## config.mk

```make
export PLATFORM = sky130hd
export DESIGN_NAME = vga_timing_gen
export DESIGN_NICKNAME = d
export VERILOG_FILES = /design/src/rtl/vga_timing_pkg.sv /design/src/rtl/vga_axis_counter.sv /design/src/rtl/vga_timing_gen.sv
export SDC_FILE = /design/constraint.sdc
export NUM_CORES = 1
export LEC_CHECK = 0
export ABC_CLOCK_PERIOD_IN_PS = 5000
export CAP_MARGIN = 10
export CORE_MARGIN = 1.5
export CORE_UTILIZATION = 50
export DETAILED_ROUTE_END_ITERATION = 8
export GPL_TIMING_DRIVEN = 0
export PLACE_DENSITY = 0.78
export SETUP_SLACK_MARGIN = 0.15
export SLEW_MARGIN = 20
export SYNTH_ARGS = -nofsm -noshare
export SYNTH_HDL_FRONTEND = slang
export SYNTH_SLANG_ARGS = --single-unit
```

## constraint.sdc

```tcl
create_clock -name i_clk -period 5 [get_ports i_clk]
set_clock_uncertainty 0.05 [all_clocks]
set_input_delay 1 -clock i_clk [delete_from_list [all_inputs] [get_ports i_clk]]
set_output_delay 1 -clock i_clk [all_outputs]
set_load 0.01 [all_outputs]
```

## src/rtl/vga_timing_pkg.sv

```systemverilog
// Shared constants and helpers for the VGA timing generator.
// Default constants describe 640x480@60 with a 25 MHz pixel rate.
package vga_timing_pkg;

  localparam int unsigned DefClkDiv  = 2;
  localparam int unsigned DefHActive = 640;
  localparam int unsigned DefHFp     = 16;
  localparam int unsigned DefHSync   = 96;
  localparam int unsigned DefHBp     = 48;
  localparam int unsigned DefVActive = 480;
  localparam int unsigned DefVFp     = 10;
  localparam int unsigned DefVSync   = 2;
  localparam int unsigned DefVBp     = 33;
  localparam int unsigned DefCntW    = 10;

  function automatic int unsigned axis_total(int unsigned active, int unsigned fp,
                                             int unsigned sync, int unsigned bp);
    return active + fp + sync + bp;
  endfunction

  // True while cnt lies inside the sync pulse, which starts right after the front porch.
  function automatic logic in_sync_window(int unsigned cnt, int unsigned active,
                                          int unsigned fp, int unsigned sync);
    return (cnt >= active + fp) && (cnt < active + fp + sync);
  endfunction

endpackage

```

## src/rtl/vga_axis_counter.sv

```systemverilog
// One timing axis (horizontal or vertical): wrapping counter plus registered
// sync/active decode taken from the next-state count so it aligns with the count.
module vga_axis_counter
  import vga_timing_pkg::*;
#(
  parameter int unsigned ACTIVE = DefHActive,
  parameter int unsigned FP     = DefHFp,
  parameter int unsigned SYNC   = DefHSync,
  parameter int unsigned BP     = DefHBp,
  parameter bit          POL    = 1'b0,
  parameter int unsigned CNT_W  = DefCntW
) (
  input  logic             clk,
  input  logic             reset,
  input  logic             advance,
  output logic [CNT_W-1:0] count,
  output logic             wrap,
  output logic             sync,
  output logic             active
);

  localparam int unsigned Total = axis_total(ACTIVE, FP, SYNC, BP);
  localparam logic [CNT_W-1:0] Last = CNT_W'(Total - 1);

  if (ACTIVE < 1) begin : g_bad_active
    $error("vga_axis_counter: ACTIVE must be >= 1");
  end
  if (SYNC < 1) begin : g_bad_sync
    $error("vga_axis_counter: SYNC must be >= 1");
  end
  if ((CNT_W < 1) || ((CNT_W < 32) && (((Total - 1) >> CNT_W) != 0))) begin : g_bad_width
    $error("vga_axis_counter: CNT_W cannot hold the axis total");
  end

  logic [CNT_W-1:0] count_d, count_q;
  logic             sync_q, active_q;

  always_comb begin
    wrap    = advance && (count_q == Last);
    count_d = count_q;
    if (advance) begin
      count_d = wrap ? '0 : count_q + CNT_W'(1);
    end
  end

  always_ff @(posedge clk) begin
    if (reset) begin
      count_q  <= '0;
      sync_q   <= ~POL;
      active_q <= 1'b1;
    end else begin
      count_q  <= count_d;
      sync_q   <= in_sync_window(32'(count_d), ACTIVE, FP, SYNC) ? POL : ~POL;
      active_q <= 32'(count_d) < ACTIVE;
    end
  end

  assign count  = count_q;
  assign sync   = sync_q;
  assign active = active_q;

endmodule

```

## src/rtl/vga_timing_gen.sv

```systemverilog
// Parametrised VGA timing generator driven by a pixel clock-enable.
// Define VGA_TIMING_FRAME_CNT_EN to add the 16-bit o_frame_count output.
module vga_timing_gen
  import vga_timing_pkg::*;
#(
  parameter int unsigned CLK_DIV   = DefClkDiv,
  parameter int unsigned H_ACTIVE  = DefHActive,
  parameter int unsigned H_FP      = DefHFp,
  parameter int unsigned H_SYNC    = DefHSync,
  parameter int unsigned H_BP      = DefHBp,
  parameter int unsigned V_ACTIVE  = DefVActive,
  parameter int unsigned V_FP      = DefVFp,
  parameter int unsigned V_SYNC    = DefVSync,
  parameter int unsigned V_BP      = DefVBp,
  parameter bit          HSYNC_POL = 1'b0,
  parameter bit          VSYNC_POL = 1'b0,
  parameter int unsigned CNT_W     = DefCntW
) (
  input  logic             i_clk,
  input  logic             i_reset,
  output logic             o_pix_ce,
  output logic             o_hsync,
  output logic             o_vsync,
  output logic [CNT_W-1:0] o_x_pixel,
  output logic [CNT_W-1:0] o_y_pixel,
  output logic             o_drawing,
  output logic             o_line_start,
  output logic             o_frame_start,
`ifdef VGA_TIMING_FRAME_CNT_EN
  output logic             o_vblank,
  output logic [15:0]      o_frame_count
`else
  output logic             o_vblank
`endif
);

  if (CLK_DIV < 1) begin : g_bad_div
    $error("vga_timing_gen: CLK_DIV must be >= 1");
  end

  localparam int unsigned DivW = (CLK_DIV > 1) ? $clog2(CLK_DIV) : 1;
  localparam logic [DivW-1:0] DivLast = DivW'(CLK_DIV - 1);

  logic [DivW-1:0] div_q;
  logic            pix_ce;
  logic            h_wrap, v_wrap;
  logic            h_active, v_active;
  logic            line_start_q, frame_start_q;

  // With CLK_DIV=1 DivLast is 0, so the enable stays high permanently.
  assign pix_ce = (div_q == DivLast);

  always_ff @(posedge i_clk) begin
    if (i_reset) begin
      div_q         <= '0;
      line_start_q  <= 1'b0;
      frame_start_q <= 1'b0;
    end else begin
      div_q         <= pix_ce ? '0 : div_q + DivW'(1);
      line_start_q  <= h_wrap;
      frame_start_q <= h_wrap & v_wrap;
    end
  end

  vga_axis_counter #(
    .ACTIVE (H_ACTIVE),
    .FP     (H_FP),
    .SYNC   (H_SYNC),
    .BP     (H_BP),
    .POL    (HSYNC_POL),
    .CNT_W  (CNT_W)
  ) u_h_axis (
    .clk     (i_clk),
    .reset   (i_reset),
    .advance (pix_ce),
    .count   (o_x_pixel),
    .wrap    (h_wrap),
    .sync    (o_hsync),
    .active  (h_active)
  );

  vga_axis_counter #(
    .ACTIVE (V_ACTIVE),
    .FP     (V_FP),
    .SYNC   (V_SYNC),
    .BP     (V_BP),
    .POL    (VSYNC_POL),
    .CNT_W  (CNT_W)
  ) u_v_axis (
    .clk     (i_clk),
    .reset   (i_reset),
    .advance (h_wrap),
    .count   (o_y_pixel),
    .wrap    (v_wrap),
    .sync    (o_vsync),
    .active  (v_active)
  );

  assign o_pix_ce      = pix_ce;
  assign o_drawing     = h_active & v_active;
  assign o_vblank      = ~v_active;
  assign o_line_start  = line_start_q;
  assign o_frame_start = frame_start_q;

`ifdef VGA_TIMING_FRAME_CNT_EN
  logic [15:0] frame_cnt_q;

  always_ff @(posedge i_clk) begin
    if (i_reset) begin
      frame_cnt_q <= '0;
    end else if (h_wrap & v_wrap) begin
      frame_cnt_q <= frame_cnt_q + 16'd1;
    end
  end

  assign o_frame_count = frame_cnt_q;
`endif

endmodule

```

==> metrics.txt, run 1 <==
outcome=completed; power per cell area=about 180 mW/mm^2; setup TNS=0 ns; Seq/Total Area, Yosys=0.372; CP Capture Type=primary output; syn_area_per_cell=approximately 9.0 um^2; most frequent cells in the layout=28 x clkdlybuf4s50_1, 27 x dfxtp_1, 21 x nor2_1; vias per cell=approximately 5.7; ys async rst share=0; # placed instances=220; Synth Instances=161; Synth Warn #=0; Crit Path Max Fanout=7; WP buf/inv=1; worst skew pair latency=around 0.33 ns; vias in the first global route=1,192; Critical Path, Cell by Cell=clkdlybuf4s50_1; vias post-DR=1,286; fin crit period=2.45 ns; Leak Pwr=0.642 nW; number of buffers added on ports=28; CTS tree=done; global-route wire length before repair=5240 um; CP max stage cell=clkdlybuf4s50_1; starting DRC count in detailed routing=32; IO Pins=29; Comb pwr share=0.045; largest net degree at the start of global routing=16; placeable core area=0.00276 mm^2; antenna viol nets, final=0; postcts setup bufs=0; antenna cells=0; Total Wirelength=3060 um; std cell rows=19; Hold Buf Count CTS=0; Max-slew headroom=0.694; initial antenna violation count=0; peak supply drop=around 0.13 mV; register area=541 um^2; Final nets=199; CP Launch Type=flop; Top delay family on crit path=buffers and inverters; worst path arrival time=about 1.4 ns; P_int=roughly 0.25 mW; Post-synth EDFFs=0; Residual DRC=0; Clock Sinks=27; area grow syn2layout=23.9%; Hold WC Path Type=flop to flop; Die Ht=56.9 um; clk slew on worst S/H paths=~0.16 ns; Final Cycle Share=0.489; Slowest Stage Delay on Critical Path=0.58 ns; Seq pwr share=0.665; WP data required=3.95 ns; sw power=0.0751 mW; Netlist cell types=45; Synth Cell Area=0.00145 mm^2; die width=56.9 um; share of layout cells above drive strength 1=0.0984; Hold Vio Cnt, Final=0; Starting Density=0.527; clk root buf=clkbuf_4; Worst Max-Slew Pin Slew=0.459 ns; worst slack, placed=2.63 ns; GRT Util Overall=0.200; Final HPWL DP=2200 um; Layout Cells excl Fill=approximately 220; syn nets=about 170; Worst Slack Setup Final=between 2 and 3 ns; most common cell after layout, fill and taps aside=clkdlybuf4s50_1; final setup fails=0; largest cells by area after synthesis=dfxtp_1 37%, xnor2_1 7.2%, nor2_1 5.4%; leading area contributor after synthesis=dfxtp_1; clock power share=0.291; Multi-input gate area=812 um^2; Main synth FF type=dfxtp_1; post_cts resized=0; CTS buffer count=3; Die Area=0.00324 mm^2; GRT overflow=0; DR WL/cell=13.7 um; Max Cap Viol=0; H-tree depth=1; unrepaired setup endpoints after global routing=no; top cell type's share of synthesized area=0.372; Tot Pwr=0.329 mW; fillers=243; critical path type=flop to primary output; FF+latch count, synth=27; DRT Pass-1 Iters=5; Placed Area=0.00177 mm^2; clock buffer depth=2; Final Max Slew Viols=0; post-route cell area=0.00180 mm^2; Achievable Freq=0.409 GHz; GP Congestion=0.924; sw frac=0.228
Yosys cell counts (2+ instances only):
master,count
nor2b_1,2
inv_1,5
xor2_1,6
buf_4,2
o31ai_1,3
nand3_1,8
buf_6,3
nand4_1,6
buf_2,2
clkbuf_1,6
nor3_1,7
and4_1,3
a21boi_0,2
dfxtp_1,27
xnor2_1,12
ha_1,3
nor2_1,21
a21oi_1,4
nor4_4,2
nand2b_1,3
nand2_1,9
and3_1,2
cell type report:
class | instances | share of cell area
plain buffers | 13 | 0.0452
clock buffers | 3 | 0.0125
repair buffers | 28 | 0.156
multi-input cells | 116 | 0.451
flip-flops and latches | 27 | 0.300
well taps | 31 | 0.0216
inverters | 5 | 0.0104
clock inverters | 1 | 0.00278
state kept, by name, summed over array words and instances, names as in the netlist:
| register | flops |
|---|---|
| u_h_axis.sync | 1 |
| u_v_axis.count | 10 |
| u_h_axis.active | 1 |
| o_frame_start | 1 |
| o_line_start | 1 |
| u_v_axis.sync | 1 |
| u_v_axis.active | 1 |
| u_h_axis.count | 10 |
| o_pix_ce | 1 |
metal layers:
metal,part of all wire,wire length (um),up-vias,GRT usage
li1,-,-,625,-
met1,0.47,1450,619,0.272
met2,0.49,1490,40,0.319
met3,0.036,110,2,0.0300
met4,0.0052,16,0,0.0797
met5,0,0,-,0
metrics by stage:
step                hold slack [ns]   util
floorplan                     0.462      -
global placement              0.432  0.642
detailed placement            0.441  0.642
CTS                           0.462  0.652
global route                  0.522  0.652
finish                        0.464  0.652
final timing paths:
kind	start	end	slack [ns]	depth (start not counted)
worst max-delay path	u_h_axis.count[3]	o_x_pixel[3]	2.55	1
worst min-delay path	u_h_axis.count[1]	u_h_axis.count[1]	0.46	2
worst min register to register	u_h_axis.count[1]	u_h_axis.count[1]	0.46	2
worst max register to register	u_h_axis.count[0]	u_v_axis.sync	2.80	8
kinds of logic after synthesis:
| group | synth area share |
|---|---|
| multiplexers | 0.00689 |
| AND/OR/NAND/NOR | 0.303 |
| flip-flops | 0.372 |
| AO/OA/AOI/OAI | 0.115 |
| adder cells (fa/ha/maj) | 0.0258 |
| buffers and inverters | 0.0689 |
| XOR/XNOR | 0.109 |
power groups by stage:
stage / combinational [mW] / clock, mW / sequential, mW
2_1_floorplan: 0.00705 / 0 / 0.224
3_3_place_gp: 0.0144 / 0 / 0.223
3_5_place_dp: 0.0147 / 0 / 0.223
4_1_cts: 0.0148 / 0.0974 / 0.219
5_1_grt: 0.0160 / 0.106 / 0.219
6_report: 0.0148 / 0.0956 / 0.219
No activity file was read; power rests on OpenSTA's default activity.
==> run 2, diff against run 1 <==
--- a/config.mk
+++ b/config.mk
@@ -5,7 +5,7 @@
 export SDC_FILE = /design/constraint.sdc
 export NUM_CORES = 1
 export LEC_CHECK = 0
-export ABC_CLOCK_PERIOD_IN_PS = 5000
+export ABC_CLOCK_PERIOD_IN_PS = 2350
 export CAP_MARGIN = 10
 export CORE_MARGIN = 1.5
 export CORE_UTILIZATION = 50
==> constraint.sdc (replaced) <==
create_clock -name i_clk -period 2.35 [get_ports i_clk]
set_clock_uncertainty 0.05 [all_clocks]
set_input_delay 0.47 -clock i_clk [delete_from_list [all_inputs] [get_ports i_clk]]
set_output_delay 0.47 -clock i_clk [all_outputs]
set_load 0.01 [all_outputs]
==> run 2 against run 1 <==
Against the previous run:
- first-iteration DRC count down 16%
- count of clock-buffer cells in the layout unchanged
- sequential share of layout area decreased by 0.16 points
- die area stayed put
- clock power increased by 110%
- sequential power rose by 110%
- critical endpoint is now u_v_axis.sync
- largest power group unchanged
==> metrics.txt, run 2 (same netlist as run 1, synthesis figures left out) <==
outcome=completed; fillers=243; IO Pins=29; critical path type=flop to flop; Register-to-Register Path Depth=8; GRT Util Overall=0.200; power per cell area=387 mW/mm^2; Final HPWL DP=2200 um; largest net degree at the start of global routing=16; setup TNS=0 ns; Placed Area=around 0.0018 mm^2; Starting Density=0.527; Hold Vio Cnt, Final=0; Hold WC Path Type=flop to flop; FF-to-FF Start=u_h_axis.count[0]; Critical Path Sink=u_v_axis.sync; worst slack, placed=0.194 ns; fin crit period=2.13 ns; GP Congestion=0.924; most common cell after layout, fill and taps aside=clkdlybuf4s50_1; Final Max Slew Viols=0; post-route cell area=0.00183 mm^2; antenna viol nets, final=0; CP Launch Point=u_h_axis.count[0]; reg-to-reg endpoint=u_v_axis.sync; share of layout cells above drive strength 1=0.123; DRT Pass-1 Iters=4; vias post-DR=1,276; WP data required=2.50 ns; worst skew pair latency=0.33 ns; Clock Sinks=27; Die Ht=56.9 um; Tot Pwr=between 0.7 and 0.8 mW; clock buffer depth=2; Worst Slack Setup Final=0.220 ns; unrepaired setup endpoints after global routing=no; Worst Max-Slew Pin Slew=0.464 ns; register area=approximately 550 um^2; clk slew on worst S/H paths=0.16 ns; Residual DRC=0; register-to-register setup slack=0.22 ns; number of buffers added on ports=28; Achievable Freq=0.469 GHz; Final Cycle Share=0.906; worst path arrival time=2.28 ns; CP Launch Type=flop; Total Wirelength=3120 um; die width=between 50 and 60 um; hold_sp=u_h_axis.count[1]; global-route wire length before repair=5240 um; Die Area=between 0.003 and 0.004 mm^2; starting DRC count in detailed routing=27; CTS buffer count=3; antenna cells=0; std cell rows=19; Final nets=201; Crit Path Max Fanout=10; final setup fails=0; CP Capture Type=flop; Multi-input gate area=815 um^2; CTS tree=done; H-tree depth=1; peak supply drop=between 0.2 and 0.3 mV; vias in the first global route=1,192; clk root buf=clkbuf_4; most frequent cells in the layout=28 x clkdlybuf4s50_1, 25 x dfxtp_1, 21 x nor2_1; GRT overflow=0; vias per cell=5.65; Max-slew headroom=0.691; Leak Pwr=0.652 nW; initial antenna violation count=0; placeable core area=roughly 0.0028 mm^2; DR WL/cell=13.8 um; Max Cap Viol=0; area grow syn2layout=25.7%
-- run 2: critical path, stage by stage, from the launching register on --
cell       delay (ns)
dfxtp_4          0.39
ha_2             0.20
and4_1           0.22
buf_6            0.14
and4_4           0.25
buf_6            0.15
nand4_1          0.13
a221oi_2         0.31
o2111ai_2        0.15
-- run 2: routing by layer --
| layer | track usage | up-vias | part of all wire |
|---|---|---|---|
| li1 | - | 633 | - |
| met2 | 0.319 | 29 | 0.48 |
| met4 | 0.0797 | 0 | 0.0087 |
| met3 | 0.0300 | 4 | 0.029 |
| met1 | 0.272 | 610 | 0.49 |
| met5 | 0 | - | 0 |
-- run 2: timing repair --
item	4_1_cts	5_1_grt
endpoints found under the setup margin	0	11
resized for setup	0	5
hold endpoints to repair	0	0
buffers inserted	0	2
hold buffers	0	0
-- run 2: how the worst min path moves through the flow --
stage                         to  slack [ns]  cells past startpoint
2_1_floorplan  u_h_axis.count[1]        0.46                      2
3_3_place_gp   u_h_axis.count[1]        0.43                      2
3_5_place_dp   u_h_axis.count[1]        0.44                      2
4_1_cts        u_h_axis.count[1]        0.46                      2
5_1_grt        u_h_axis.count[1]        0.49                      2
6_report       u_h_axis.count[1]        0.45                      2
-- run 2: metrics by stage --
step                utilization  instances  hold slack (ns)
floorplan                     -        161            0.462
global placement          0.642        220            0.432
detailed placement        0.642        220            0.441
CTS                       0.652        224            0.462
global route              0.662        226            0.491
finish                    0.662        226            0.447
-- run 2: cell type report --
cell class                      instances  share of cell area
Clock buffer                            3              0.0123
Timing Repair Buffer                   30               0.162
Clock inverter                          1             0.00274
Sequential cell                        27               0.299
Buffer                                 13              0.0466
Inverter                                5              0.0103
Tap cell                               31              0.0212
Multi-Input combinational cell        116               0.446
-- run 2: report_power, final --
group,switching [mW],internal (mW),leakage [nW]
Combinational,0.0178,0.0179,0.415
Clock,0.142,0.0638,0.0177
Sequential,0.00333,0.462,0.219
Total,0.163,0.544,0.652
==> run 3, diff against run 2 <==
--- a/config.mk
+++ b/config.mk
@@ -10,6 +10,7 @@
 export CORE_MARGIN = 1.5
 export CORE_UTILIZATION = 50
 export DETAILED_ROUTE_END_ITERATION = 8
+export GPL_ROUTABILITY_DRIVEN = 0
 export GPL_TIMING_DRIVEN = 0
 export PLACE_DENSITY = 0.78
 export SETUP_SLACK_MARGIN = 0.15
==> run 3 against run 2 <==
Against the previous run:
- count of clock-buffer cells in the layout unchanged
- power shrank 0.54%
- critical path type unchanged
- sequential power barely moved
- die area unchanged
- fmax grew 1.6%
- cell count fell by 0.88%
- highest routed layer unchanged
- critical endpoint unchanged
- core utilization fell by 0.45 points
- non-clock buffer count decreased by 2
- sequential cell count unchanged
- worst setup slack better by 0.033 ns
- largest power group unchanged
- hold slack improved by 0.039 ns
==> metrics.txt, run 3 (same netlist as run 1, synthesis figures left out) <==
IO Pins=29; CTS tree=done; Slowest Stage Delay on Critical Path=roughly 0.41 ns; Worst Max-Slew Pin Slew=between 0.4 and 0.5 ns; global-route wire length before repair=5040 um; Clock Sinks=27; Tot Pwr=roughly 0.7 mW; worst path arrival time=around 2.3 ns; Die Area=0.00324 mm^2; initial antenna violation count=0; share of layout cells above drive strength 1=0.114; placeable core area=0.00276 mm^2; post-route cell area=approximately 0.0018 mm^2; die width=56.9 um; antenna cells=0; Max-slew headroom=0.695; Final Cycle Share=0.892; vias in the first global route=1,122; Hold Vio Cnt, Final=0; Final HPWL DP=~2100 um; worst slack, placed=between 0.2 and 0.3 ns; Top delay family on crit path=simple AND/OR/NAND/NOR gates; worst skew pair latency=0.33 ns; Die Ht=~57 um; Crit Path Max Fanout=10; Final Max Slew Viols=0; clock buffer depth=2; CP Capture Type=flop; Starting Density=0.527; peak supply drop=approximately 0.33 mV; setup TNS=0 ns; Leak Pwr=approximately 0.64 nW; area grow syn2layout=24.8%; CP max stage cell=dfxtp_1; clk root buf=clkbuf_4; Hold Buf Count CTS=0; std cell rows=19; critical path type=flop to flop; vias post-DR=roughly 1,200; WP data required=2.51 ns; postcts setup bufs=0; outcome=completed; most common cell after layout, fill and taps aside=clkdlybuf4s50_1; most frequent cells in the layout=28 x clkdlybuf4s50_1, 26 x dfxtp_1, 21 x nor2_1; DR WL/cell=about 13 um; Achievable Freq=0.477 GHz; clk slew on worst S/H paths=0.15 ns; Worst Slack Setup Final=~0.25 ns; Critical Path, Cell by Cell=ha_2 > and4_1 > buf_4 > and4_4 > buf_6 > nand3_2 > a221oi_2 > o2111ai_2; largest net degree at the start of global routing=16; Max Cap Viol=0; Hold WC Path Type=flop to flop; fillers=between 200 and 250; Residual DRC=0; WP buf/inv=2; Final nets=between 150 and 200; antenna viol nets, final=0; Layout Cells excl Fill=224; Placed Area=0.00177 mm^2; GRT overflow=0; unrepaired setup endpoints after global routing=no; number of buffers added on ports=28; # placed instances=220; power per cell area=388 mW/mm^2; CP Launch Type=flop; GRT Util Overall=0.192; DRT Pass-1 Iters=4; H-tree depth=1; final hold slack=0.486 ns; Total Wirelength=~3000 um; Finished Core Util=0.657; vias per cell=5.51; final setup fails=0; CTS buffer count=3; fin crit period=2.10 ns; starting DRC count in detailed routing=36
-- run 3: cell type report --
class,count,area (um^2),area share
Inverter,5,18.8,0.0104
Buffer,13,83.8,0.0462
Clock inverter,1,5.00,0.00276
Tap cell,31,38.8,0.0214
Clock buffer,3,22.5,0.0124
Multi-Input combinational cell,116,822,0.453
Timing Repair Buffer,28,280,0.155
Sequential cell,27,542,0.299
-- run 3: repair_timing --
item,in CTS,in global routing
resized for setup,0,4
endpoints found under the setup margin,0,11
endpoints found under the hold margin,0,0
-- run 3: per-layer routing --
layer  vias up  part of all wire  global-route usage
met1       563              0.50               0.267
met3         4             0.039              0.0253
li1        636                 -                   -
met2        31              0.45               0.304
met5         -                 0                   0
met4         0            0.0091              0.0731
-- run 3: final timing paths --
path | from | to | slack [ns] | depth (start not counted)
setup / recovery | u_h_axis.count[1] | u_v_axis.sync | 0.25 | 8
hold / removal | u_h_axis.count[1] | u_h_axis.count[1] | 0.49 | 2
setup reg to reg | u_h_axis.count[1] | u_v_axis.sync | 0.25 | 8
hold reg to reg | u_h_axis.count[1] | u_h_axis.count[1] | 0.49 | 2
-- run 3: where the power goes --
part           switching (mW)  internal, mW
Sequential            0.00381         0.462
Combinational          0.0165        0.0154
Clock                   0.141        0.0639
Total                   0.161         0.542
-- run 3: worst register-to-register path, delay by kind of cell, from the launching register on --
kind            cells  cell delay [ns]
compound gates      2             0.44
buf+inv             2             0.31
fa+ha+maj           1             0.22
flops               1             0.41
simple gates        3             0.54
==> patch (settings of run 3) <==
`DefCntW`: 10 -> 20.
--- a/src/rtl/vga_timing_pkg.sv
+++ b/src/rtl/vga_timing_pkg.sv
@@ -12,5 +12,5 @@
   localparam int unsigned DefVSync   = 2;
   localparam int unsigned DefVBp     = 33;
-  localparam int unsigned DefCntW    = 10;
+  localparam int unsigned DefCntW    = 20;
 
   function automatic int unsigned axis_total(int unsigned active, int unsigned fp,
Ports: changed (resized o_x_pixel and o_y_pixel); port bits go from 29 to 49. The function was not compared with the original's and may differ.
==> patch against run 3 <==
- total power rose by 110%
- die area rose by 91%
- area after synthesis is 96% higher
- cell area up 130%
- setup slack worse by 0.24 ns
- wire length grew to 3.1 times the old value
- sequential cell count rose by 20
- largest cell class unchanged
- largest power group unchanged
==> patch: results (changes against run 3) <==
[logic_synthesis]
synth_fa_ha_area_share_pct = 1.315  ; -1.3 points
yosys-mux-area-fraction_pct = 1.447  ; +0.76 points
synth_xor_area_share_pct = 10.43  ; -0.42 points
synth_compound_area_share_pct = 8.505  ; -3.0 points
synthTopCellsByArea = dfxtp_1 33%, nor2_1 7.1%, xnor2_1 5.2%
synth_seq_area_share_pct = 32.97  ; -4.2 points
ys_ff_latch = 47  ; +74%

[global_routing]
grt_pass1_vias = 2749  ; +150%
grtUsageMet1_pct = 34.98  ; +8.2 points
grt_max_degree = 15  ; -1
grt_use_total_pct = 26.36  ; +7.1 points

[power]
pg_comb_mw = 0.0497  ; +56%
p_leak_nw = 1.634  ; +160%
ir_drop_mv = 0.2681  ; -18%
p_seq_share_pct = 53.8  ; -13 points
p_int_mw = 1.161  ; +110%

[place]
dpl.hpwl_mm = 5.180  ; +150%
numPortBuffers = 48  ; +71%
dp_cells = 472  ; +110%

[cts]
clk_latency_ns = 0.31  ; -0.02 ns
postCtsSetupBuffers = 17  ; +17
cts_resized = 44  ; +44
cts_root_buf = clkbuf_8

[cells_and_area]
inv_count = 9  ; +4
clk_share_pct = 2.805  ; +1.3 points
multi_input_area_share_pct = 48.61  ; +3.3 points
drive_gt1_share_pct = 30.52  ; +19 points
instances_no_fill = 511  ; +130%
buf_share_pct = 22.32  ; +2.2 points
nClkBuffers = 6  ; +3
nFillCells = 351  ; +47%
final_nets = 443  ; +120%
seq_area_um2 = 974.7  ; +80%

[detailed_routing]
wl_mm = 9.026  ; +210%
route.met2.wl_mm = 4.317  ; +220%
drtIter0Drc = 270  ; +650%
wl_met1_mm = 3.729  ; +150%

[sta]
tightest_slew_ns = 0.6339  ; +0.1766 ns

[critical_path]
cp_slowest_cell = or4b_4
critPathArrivalTime_ns = 2.48  ; +0.22 ns

[run_status]
status = complete, no violations

-- patch: worst paths after layout --
check	cells past startpoint	slack, ns	startpoint	endpoint
worst min-delay path	2	0.46	u_v_axis.count[1]	u_v_axis.count[1]
worst min register to register	2	0.46	u_v_axis.count[1]	u_v_axis.count[1]
worst max register to register	8	0.01	u_v_axis.count[16]	u_v_axis.sync
worst max-delay path	8	0.01	u_v_axis.count[16]	u_v_axis.sync
-- patch: through the flow --
step / TNS, ns / area (um2) / hold slack [ns] / total power, mW / setup WS (ns)
finish: 0 / 4193 / 0.4558 / 1.484 / 0.01264
global route: -0.1866 / 4193 / 0.4935 / 1.526 / -0.1158
floorplan: 0 / 2863 / 0.4329 / 0.8438 / 0.1807
CTS: 0 / 3847 / 0.4555 / 1.478 / 0.1445
detailed placement: -0.4765 / 3433 / 0.4409 / 0.8623 / -0.09329
global placement: -0.4785 / 3433 / 0.4256 / 0.8616 / -0.06856
